--- config.mk ---
export PLATFORM = sky130hd
export DESIGN_NAME = spi_target
export DESIGN_NICKNAME = d
export VERILOG_FILES = /design/src/rtl/spi_pkg.sv /design/src/rtl/spi_sync.sv /design/src/rtl/spi_target.sv
export SDC_FILE = /design/constraint.sdc
export NUM_CORES = 1
export LEC_CHECK = 0
export CAP_MARGIN = 30
export CORE_MARGIN = 1
export CORE_UTILIZATION = 54
export CTS_CLUSTER_SIZE = 12
export DETAILED_ROUTE_END_ITERATION = 12
export GPL_TIMING_DRIVEN = 0
export MAX_ROUTING_LAYER = met4
export PLACE_DENSITY = 0.88
export SLEW_MARGIN = 20
export SYNTH_ARGS = -nofsm -noshare
export SYNTH_HDL_FRONTEND = slang
export SYNTH_SLANG_ARGS = --single-unit
export TNS_END_PERCENT = 5
--- constraint.sdc ---
create_clock -name clk -period 3.2 [get_ports clk]
set_clock_uncertainty 0.2 [all_clocks]
set_input_delay 0.48 -clock clk [delete_from_list [all_inputs] [get_ports clk]]
set_output_delay 0.48 -clock clk [all_outputs]
set_load 0.1 [all_outputs]
--- src/rtl/spi_pkg.sv ---
// Shared SPI definitions: target FSM state encoding and the command opcodes
// understood by both the on-chip initiator and the external-host target.
// Latency: n/a (types and constants only). Backpressure: n/a.
package spi_pkg;

  localparam logic [7:0] OP_WRITE = 8'h02;  // burst write: cmd, addr, data...
  localparam logic [7:0] OP_READ  = 8'h03;  // burst read:  cmd, addr, then clock out

  typedef enum logic [2:0] {
    ST_IDLE,
    ST_CMD,
    ST_ADDR,
    ST_WDATA,
    ST_RDATA,
    ST_IGNORE
  } spi_target_state_t;

endpackage

--- src/rtl/spi_sync.sv ---
// Oversampling synchronizer for the SPI pins with sclk edge and cs fall detect.
// Latency: STAGES clks pin-to-sync; edge strobes are combinational off the sync outputs.
// Backpressure: none; free-running sampler.
//
// Ports: clk/rst system clock and sync reset; sclk/cs/mosi raw pins;
// sclk_rise/sclk_fall one-cycle edge strobes; cs_sync/mosi_sync synchronized
// levels; cs_fall one-cycle strobe on chip-select assertion.
module spi_sync #(
  parameter int STAGES = 2
) (
  input  logic clk,
  input  logic rst,
  input  logic sclk,
  input  logic cs,
  input  logic mosi,
  output logic sclk_rise,
  output logic sclk_fall,
  output logic cs_sync,
  output logic cs_fall,
  output logic mosi_sync
);

  logic [STAGES-1:0] sclk_q;
  logic [STAGES-1:0] cs_q;
  logic [STAGES-1:0] mosi_q;
  logic              sclk_prev;
  logic              cs_prev;

  // All chains reset to 0: a chip select already low at reset release is
  // then never mistaken for a fresh assertion.
  always_ff @(posedge clk) begin
    if (rst) begin
      sclk_q    <= '0;
      cs_q      <= '0;
      mosi_q    <= '0;
      sclk_prev <= 1'b0;
      cs_prev   <= 1'b0;
    end else begin
      sclk_q    <= {sclk_q[STAGES-2:0], sclk};
      cs_q      <= {cs_q[STAGES-2:0], cs};
      mosi_q    <= {mosi_q[STAGES-2:0], mosi};
      sclk_prev <= sclk_q[STAGES-1];
      cs_prev   <= cs_q[STAGES-1];
    end
  end

  assign sclk_rise = sclk_q[STAGES-1] & ~sclk_prev;
  assign sclk_fall = ~sclk_q[STAGES-1] & sclk_prev;
  assign cs_sync   = cs_q[STAGES-1];
  assign cs_fall   = ~cs_q[STAGES-1] & cs_prev;
  assign mosi_sync = mosi_q[STAGES-1];

endmodule

--- src/rtl/spi_target.sv ---
// SPI mode-0 target giving an external host burst write/read of the register file.
// Latency: load SYNC_STAGES+2 clks after 8th data sclk rise; MISO bit SYNC_STAGES+1 after sclk fall.
// Backpressure: none; host pacing bounded by f_clk >= 8*f_sclk, rd_data must return 1 clk after rd_en.
//
// Ports: clk/rst system clock, sync active-high reset; s_sclk/s_cs/s_mosi host
// pins in; s_miso/s_miso_oe host data out and its enable; load/addr/data
// register write strobe; rd_en/rd_addr/rd_data register read port; busy while
// a transaction is open.
module spi_target #(
  parameter int         SYNC_STAGES = 2,
  parameter logic [7:0] OP_WRITE    = spi_pkg::OP_WRITE,
  parameter logic [7:0] OP_READ     = spi_pkg::OP_READ
) (
  input  logic       clk,
  input  logic       rst,
  input  logic       s_sclk,
  input  logic       s_cs,
  input  logic       s_mosi,
  output logic       s_miso,
  output logic       s_miso_oe,
  output logic       load,
  output logic [7:0] addr,
  output logic [7:0] data,
  output logic       rd_en,
  output logic [7:0] rd_addr,
  input  logic [7:0] rd_data,
  output logic       busy
);

  import spi_pkg::*;

  logic sclk_rise, sclk_fall, cs_sync, cs_fall, mosi_sync;

  spi_sync #(.STAGES(SYNC_STAGES)) u_sync (
    .clk       (clk),
    .rst       (rst),
    .sclk      (s_sclk),
    .cs        (s_cs),
    .mosi      (s_mosi),
    .sclk_rise (sclk_rise),
    .sclk_fall (sclk_fall),
    .cs_sync   (cs_sync),
    .cs_fall   (cs_fall),
    .mosi_sync (mosi_sync)
  );

  spi_target_state_t state, state_nxt;

  logic [2:0] bit_cnt;
  logic [7:0] shreg;      // incoming byte, MSB first
  logic [7:0] byte_val;   // shreg with the current bit folded in
  logic       byte_done;  // this rise is the 8th of a byte
  logic       is_read;
  logic [7:0] ptr;
  logic       wr_pend;    // data byte complete, strobe load next clk
  logic       pf_pend;    // rd_data is valid this cycle
  logic [7:0] prefetch;
  logic [6:0] miso_sh;    // bits still to be shifted out after the MSB

  assign byte_val  = {shreg[6:0], mosi_sync};
  assign byte_done = sclk_rise && (bit_cnt == 3'd7);

  always_comb begin
    state_nxt = state;
    if (cs_sync) begin
      state_nxt = ST_IDLE;
    end else begin
      case (state)
        ST_IDLE: if (cs_fall) state_nxt = ST_CMD;
        ST_CMD: begin
          if (byte_done) begin
            if (byte_val == OP_WRITE || byte_val == OP_READ) state_nxt = ST_ADDR;
            else                                              state_nxt = ST_IGNORE;
          end
        end
        ST_ADDR: if (byte_done) state_nxt = is_read ? ST_RDATA : ST_WDATA;
        default: state_nxt = state;
      endcase
    end
  end

  always_ff @(posedge clk) begin
    if (rst) begin
      state    <= ST_IDLE;
      bit_cnt  <= 3'd0;
      shreg    <= 8'd0;
      is_read  <= 1'b0;
      ptr      <= 8'd0;
      wr_pend  <= 1'b0;
      pf_pend  <= 1'b0;
      prefetch <= 8'd0;
      miso_sh  <= 7'd0;
      s_miso   <= 1'b0;
      load     <= 1'b0;
      addr     <= 8'd0;
      data     <= 8'd0;
      rd_en    <= 1'b0;
      rd_addr  <= 8'd0;
    end else begin
      state   <= state_nxt;
      load    <= 1'b0;
      rd_en   <= 1'b0;
      wr_pend <= 1'b0;
      pf_pend <= rd_en;

      if (pf_pend) prefetch <= rd_data;

      // Bit counter wraps 7->0 on the 8th rise; cs high discards a partial byte.
      if (cs_sync || state == ST_IDLE) begin
        bit_cnt <= 3'd0;
      end else if (sclk_rise) begin
        shreg   <= byte_val;
        bit_cnt <= bit_cnt + 3'd1;
      end

      // shreg still holds the completed data byte here: the next rise is
      // at least 8 clks away.
      if (wr_pend) begin
        load <= 1'b1;
        addr <= ptr;
        data <= shreg;
        ptr  <= ptr + 8'd1;
      end

      if (!cs_sync && byte_done) begin
        case (state)
          ST_CMD:   is_read <= (byte_val == OP_READ);
          ST_ADDR: begin
            ptr <= byte_val;
            if (is_read) begin
              rd_en   <= 1'b1;
              rd_addr <= byte_val;
            end
          end
          ST_WDATA: wr_pend <= 1'b1;
          default:  ;
        endcase
      end

      // Byte boundary on the falling edge: hand the prefetched byte to the
      // shifter and immediately request the next address.
      if (state == ST_RDATA && !cs_sync) begin
        if (sclk_fall) begin
          if (bit_cnt == 3'd0) begin
            s_miso  <= prefetch[7];
            miso_sh <= prefetch[6:0];
            rd_en   <= 1'b1;
            rd_addr <= ptr + 8'd1;
            ptr     <= ptr + 8'd1;
          end else begin
            s_miso  <= miso_sh[6];
            miso_sh <= {miso_sh[5:0], 1'b0};
          end
        end
      end else if (state != ST_RDATA) begin
        s_miso <= 1'b0;
      end
    end
  end

  assign s_miso_oe = (state == ST_RDATA) && !cs_sync;
  assign busy      = (state != ST_IDLE);

endmodule

==> run summary, run 1 <==
Fin crit period: 3.067 ns
CTS Sinks: 75
Global-route usage over all layers: 0.2576
Initial antenna violation count: 0
Synth top area share: 0.4651
I/O pin total: 42
Top post-synthesis cells by count: 75 x dfxtp_1, 51 x nor2_1, 45 x mux2i_1
Clock-pin slew on the worst setup and hold paths: 0.08 ns
Finished layout cell area: 3943 sq um
Sequential share of the synthesized area: 0.4651
Final RePlAce weighted congestion: 0.9124
Worst path max stage delay: 1.14 ns
Synthesis Warnings: 0
Largest net degree at the start of global routing: 14
Final hold slack: 0.2513 ns
# nets final: 416
Skew-Pair Late Insertion Delay: 0.35 ns
Setup violators final: 0
Count leader, synth: dfxtp_1
Worst hold path startpoint: u_sync.mosi_q[0]$_SDFF_PP0_
Post-Place Cells: 460
Max-slew violations: 0
Critical path startpoint: state[2]$_SDFFE_PP0P_
Syn Nets: 364
Syn Inst Count: 347
Final std cells w/o fill: 476
Max transition margin: 0.3361
Area leader, netlist: dfxtp_1
DR DRC count: 0
Peak VDD IR: 398.6 uV
Via density: 5.771
Layout fillers: 428
Starting density of the core: 0.5722
Layout area overhead: 22.13%
Dpl hpwl: 5.211 mm
Hold Path Stages: 1
Critical-path cell list: clkbuf_1 -> or3_1 -> clkdlybuf4s50_1
Post-CTS setup buffers: 0
Synthesized area: 3228 sq um
#FFs+latches synth: 75
H-tree depth: 3
Drt pass-1 iters: 6
Total Wirelength: 7.367 mm
Die Area: 6291 sq um
Leakage: 1.481 nW
Avg WL per Cell: 15.48 um
CTS Buf Count: 9
Crit Path Class: reg2out
Post-synthesis cell type count: 46
Ant diodes: 0
I/O Buffers: 41
Vias in the first global route: 2546
Arr. time, crit path: 2.39 ns
Overall power: 1.729 mW
Fmax: 326.1 MHz
Unrepaired setup endpoints after global routing: no
DRT iter0 DRCs: 161
Final Hold Fails: 0
HP Class: reg2reg
Routed Antenna Nets: 0
Mean Syn Cell Area: 9.303 sq um
Placed instance area: 3737 sq um
Gr ovfl total: 0
Critical R2R Launch: bit_cnt[1]$_SDFFE_PP0P_
Share of cells above drive strength 1: 0.07921
Number of max-cap violations: 0
Core area: 5642 sq um
CP startpoint kind: flip-flop
First-pass GRT wire length: 11.98 mm
Power Density: 438.5 nW/um^2
Die X: 79.32 um
Leading post-synthesis cells by cell area: dfxtp_1 47%, mux2i_1 14%, nor2_1 5.9%
Row cnt: 27
Max Buffers Root-to-Sink: 2
Worst EP required: 2.52 ns
Setup TNS: 0 ns
CP Capture Type: primary output
Async S/R FF share, synth: 0
Critical-path maximum fanout: 10
Final worst-path cycle share: 0.9583
Die Height: 79.32 um
Root buf cell: clkbuf_8
Run status: finished, final reports clean
Synth Flop Type: dfxtp_1
Worst-Margin Slew: 0.9928 ns
EDFF count, synth: 0
Slowest cell on the critical path: clkdlybuf4s50_1
Via count: 2747
CTS tree: done
FF-to-FF path depth: 7
worst max-delay path: cells and delay by family, from the launching register on:
kind                   cells  cell delay [ns]
buffers and inverters      2             1.50
AND/OR/NAND/NOR            1             0.20
flip-flops                 1             0.34
final timing paths:
kind / to / slack, ns
min reg2reg: u_sync.mosi_q[1]$_SDFF_PP0_ / 0.25
max reg2reg: ptr[3]$_SDFF_PP0_ / 0.63
max: busy / 0.13
min: u_sync.mosi_q[1]$_SDFF_PP0_ / 0.25
cell type report:
class / count / area [sq um] / share of cell area
multi-input cells: 241 / 1609 / 0.4081
flip-flops and latches: 75 / 1501 / 0.3808
repair buffers: 41 / 412.9 / 0.1047
clock buffers: 10 / 137.6 / 0.03491
plain buffers: 28 / 115.1 / 0.02920
well taps: 72 / 90.09 / 0.02285
clock inverters: 6 / 65.06 / 0.01650
inverters: 3 / 11.26 / 0.002856
report_power, final:
group          switching, mW  internal, mW
registers            0.00367         0.937
clock network          0.345         0.381
logic                 0.0358        0.0262
flip-flops by register name, summed over array words and instances (netlist names):
register / flops
addr: 8
bit_cnt: 3
data: 8
is_read: 1
load: 1
miso_sh: 7
pf_pend: 1
prefetch: 8
ptr: 8
rd_addr: 8
rd_en: 1
s_miso: 1
shreg: 8
state: 3
u_sync.cs_prev: 1
u_sync.cs_q: 2
u_sync.mosi_q: 2
u_sync.sclk_prev: 1
u_sync.sclk_q: 2
wr_pend: 1
routing by layer:
layer  vias to the layer above  track usage  routed length [um]
li1                       1336            -                   -
met1                      1297       0.3026                3236
met2                       100       0.4267                3636
met3                        14      0.05977                 366
met4                         0       0.1000                 127
met5                         -            -                   0
metrics by stage:
| stage | setup WS (ns) | util |
|---|---|---|
| 2_1_floorplan | 0.4533 | - |
| 3_3_place_gp | 0.4255 | 0.6625 |
| 3_5_place_dp | 0.4276 | 0.6625 |
| 4_1_cts | 0.03787 | 0.6984 |
| 5_1_grt | 0.02012 | 0.6988 |
| 6_report | 0.1334 | 0.6988 |
placed cells by master, fill, tap and decap left out, types with 2 or more instances in the layout:
master | Yosys | layout
mux2_2 | 2 | 2
clkinv_2 | 0 | 2
a31oi_1 | 9 | 9
inv_1 | 3 | 3
o31ai_1 | 4 | 4
a21oi_1 | 7 | 7
nor2b_1 | 13 | 13
xnor2_1 | 5 | 5
clkdlybuf4s50_1 | 0 | 40
buf_2 | 4 | 4
clkinv_4 | 0 | 2
nor4_1 | 2 | 2
a211o_1 | 2 | 2
a21o_1 | 3 | 3
nand2_1 | 12 | 12
o21a_1 | 3 | 3
nor3_1 | 9 | 9
a211oi_1 | 7 | 7
clkbuf_1 | 17 | 17
or3_1 | 8 | 8
dfxtp_1 | 75 | 75
ha_1 | 4 | 4
nand3b_1 | 2 | 2
a31o_2 | 2 | 2
nand4_1 | 6 | 6
nand2b_1 | 6 | 6
mux2i_1 | 45 | 45
or3b_2 | 2 | 2
nor2_1 | 51 | 51
buf_1 | 5 | 5
clkbuf_8 | 0 | 10
nand3_1 | 13 | 13
o21ai_0 | 9 | 9
what timing repair did:
action / CTS / global route
resized for setup: 0 / 1
endpoints found under the hold margin: 0 / 0
hold buffers: 0 / 0
endpoints found under the setup margin: 0 / 1
logic make-up (layout without fill, tap and decap cells):
family,after synthesis,after routing,synth area share
mux,47,47,0.1465
simple gates,132,132,0.2062
xor+xnor,6,6,0.01628
compound gates,52,52,0.1112
buf+inv,31,88,0.03915
fa+ha+maj,4,4,0.01550
flops,75,75,0.4651
No activity file was read; power rests on OpenSTA's default activity.
==> inputs of run 2 (changes only) <==
CORE_UTILIZATION = 59   (was 54)
PLACE_DENSITY = 0.94   (was 0.88)
clock period = 3.8 ns   (was 3.2 ns; I/O delays follow)
==> run summary, run 2 (synthesis results as in run 1) <==
Run status: finished, final reports clean (unchanged)
Drt pass-1 iters: 4 (was 6)
Clock-pin slew on the worst setup and hold paths: 0.07 ns (was 0.08 ns)
Layout area overhead: 21.05% (was 22.13%)
Post-CTS setup buffers: 0 (unchanged)
Dpl hpwl: 5.092 mm (was 5.211 mm)
Starting density of the core: 0.6241 (was 0.5722)
Die X: 75.97 um (was 79.32 um)
Largest net degree at the start of global routing: 12 (was 14)
Most frequent cells in the layout: 75 x dfxtp_1, 51 x nor2_1, 45 x mux2i_1, 41 x clkdlybuf4s50_1, 18 x clkbuf_1 (was 75 x dfxtp_1, 51 x nor2_1, 45 x mux2i_1, 40 x clkdlybuf4s50_1, 17 x clkbuf_1)
I/O pin total: 42 (unchanged)
I/O Buffers: 41 (unchanged)
Vias in the first global route: 2659 (was 2546)
Leakage: 1.454 nW (was 1.481 nW)
Critical path startpoint: state[1]$_SDFFE_PP0P_ (was state[2]$_SDFFE_PP0P_)
Final hold slack: 0.2425 ns (was 0.2513 ns)
Fmax: 295.7 MHz
Max Buffers Root-to-Sink: 2 (unchanged)
Total Wirelength: 7.277 mm (was 7.367 mm)
Ant diodes: 0 (unchanged)
Final RePlAce weighted congestion: 0.9313 (was 0.9124)
Unrepaired setup endpoints after global routing: no (unchanged)
Commonest non-fill, non-tap cell in the layout: dfxtp_1 (unchanged)
Worst EP required: 3.03 ns (was 2.52 ns)
H-tree depth: 3 (unchanged)
Worst hold path startpoint: u_sync.mosi_q[0]$_SDFF_PP0_ (unchanged)
Worst-Margin Slew: 0.9793 ns (was 0.9928 ns)
Die Area: 5771 sq um (was 6291 sq um)
DR DRC count: 0 (unchanged)
Max-slew violations: 0 (unchanged)
Peak VDD IR: 251.8 uV (was 398.6 uV)
Via count: 2744 (was 2747)
Max transition margin: 0.3451 (was 0.3361)
HP Class: reg2reg (unchanged)
Routed Antenna Nets: 0 (unchanged)
Root buf cell: clkbuf_8 (unchanged)
FF-to-FF setup slack: 1.22 ns (was 0.63 ns)
Resize count post-CTS: 0 (unchanged)
DRT iter0 DRCs: 214 (was 161)
Arr. time, crit path: 2.61 ns (was 2.39 ns)
Number of max-cap violations: 0 (unchanged)
CP startpoint kind: flip-flop (unchanged)
Core area: 5172 sq um (was 5642 sq um)
Setup violators final: 0 (unchanged)
Gr ovfl total: 0 (unchanged)
Global-route usage over all layers: 0.2787 (was 0.2576)
Avg WL per Cell: 15.42 um (was 15.48 um)
Power Density: 366.2 nW/um^2 (was 438.5 nW/um^2)
CTS Sinks: 75 (unchanged)
First-pass GRT wire length: 12.45 mm (was 11.98 mm)
Final worst-path cycle share: 0.8900
CTS Buf Count: 9 (unchanged)
Initial antenna violation count: 0 (unchanged)
Skew-Pair Late Insertion Delay: 0.35 ns (about the same)
Via density: 5.814 (was 5.771)
Critical R2R Launch: bit_cnt[1]$_SDFFE_PP0P_ (unchanged)
CTS tree: done (unchanged)
# nets final: 416 (unchanged)
Row cnt: 26 (was 27)
Die Height: 75.97 um (was 79.32 um)
Fin crit period: 3.382 ns
Critical-path maximum fanout: 10 (unchanged)
Final Hold Fails: 0 (unchanged)
Share of cells above drive strength 1: 0.07214 (was 0.07921)
Crit Path Class: reg2out (unchanged)
Setup TNS: 0 ns (unchanged)
Hold buffer count at cts: 0 (unchanged)
CP Capture Type: primary output (unchanged)
run 2: cell count changes in the layout (fill, tap and decap cells not counted):
| cell | change |
|---|---|
| clkbuf_1 | +1 |
| clkdlybuf4s50_1 | +1 |
| clkinv_4 | -2 |
| clkinvlp_4 | -1 |
| dlymetal6s2s_1 | -1 |
| nor4b_2 | +1 |
| nor4b_4 | -1 |
run 2: final cells by class:
| cell class | instances | area (sq um) |
|---|---|---|
| Clock inverter | 3 | 40.04 |
| Buffer | 28 | 115.1 |
| Inverter | 3 | 11.26 |
| Multi-Input combinational cell | 241 | 1600 |
| Timing Repair Buffer | 41 | 410.4 |
| Tap cell | 70 | 87.58 |
| Fill cell | 356 | 1265 |
| Sequential cell | 75 | 1501 |
| Clock buffer | 11 | 141.4 |
run 2: path summary, 6_finish.rpt:
kind | end | cells after the start
max | s_miso_oe | 3
min | u_sync.mosi_q[1]$_SDFF_PP0_ | 1
max reg2reg | rd_addr[1]$_SDFF_PP0_ | 7
min reg2reg | u_sync.mosi_q[1]$_SDFF_PP0_ | 1
run 2: worst max-delay path, cell delays in order, from the launching register on:
cell and delay, ns:
dfxtp_1 0.31, clkbuf_1 0.22, nor4b_2 0.50, clkdlybuf4s50_1 1.23
run 2: through the flow:
stage / power [mW] / util / instance area, sq um / setup slack, ns / instances
2_1_floorplan: 0.8384 / - / 3228 / 0.2540 / 347
3_3_place_gp: 0.8610 / 0.7204 / 3726 / 0.8324 / 458
3_5_place_dp: 0.8622 / 0.7204 / 3726 / 0.8248 / 458
4_1_cts: 1.431 / 0.7554 / 3908 / 0.4291 / 472
5_1_grt: 1.473 / 0.7554 / 3908 / 0.3063 / 472
6_report: 1.431 / 0.7554 / 3908 / 0.4180 / 472
run 2: where the power goes:
| part | switching [mW] | internal [mW] |
|---|---|---|
| logic | 0.0301 | 0.0220 |
| registers | 0.00286 | 0.790 |
| clock network | 0.274 | 0.312 |
| total | 0.307 | 1.12 |
run 2: routing by layer:
layer  up-vias  global-route usage  part of all wire
li1       1324                   -                 -
met1      1287              0.3456              0.44
met2       107              0.4445              0.47
met3        26             0.03952             0.060
met4         0              0.1442             0.032
met5         -                   -                 0
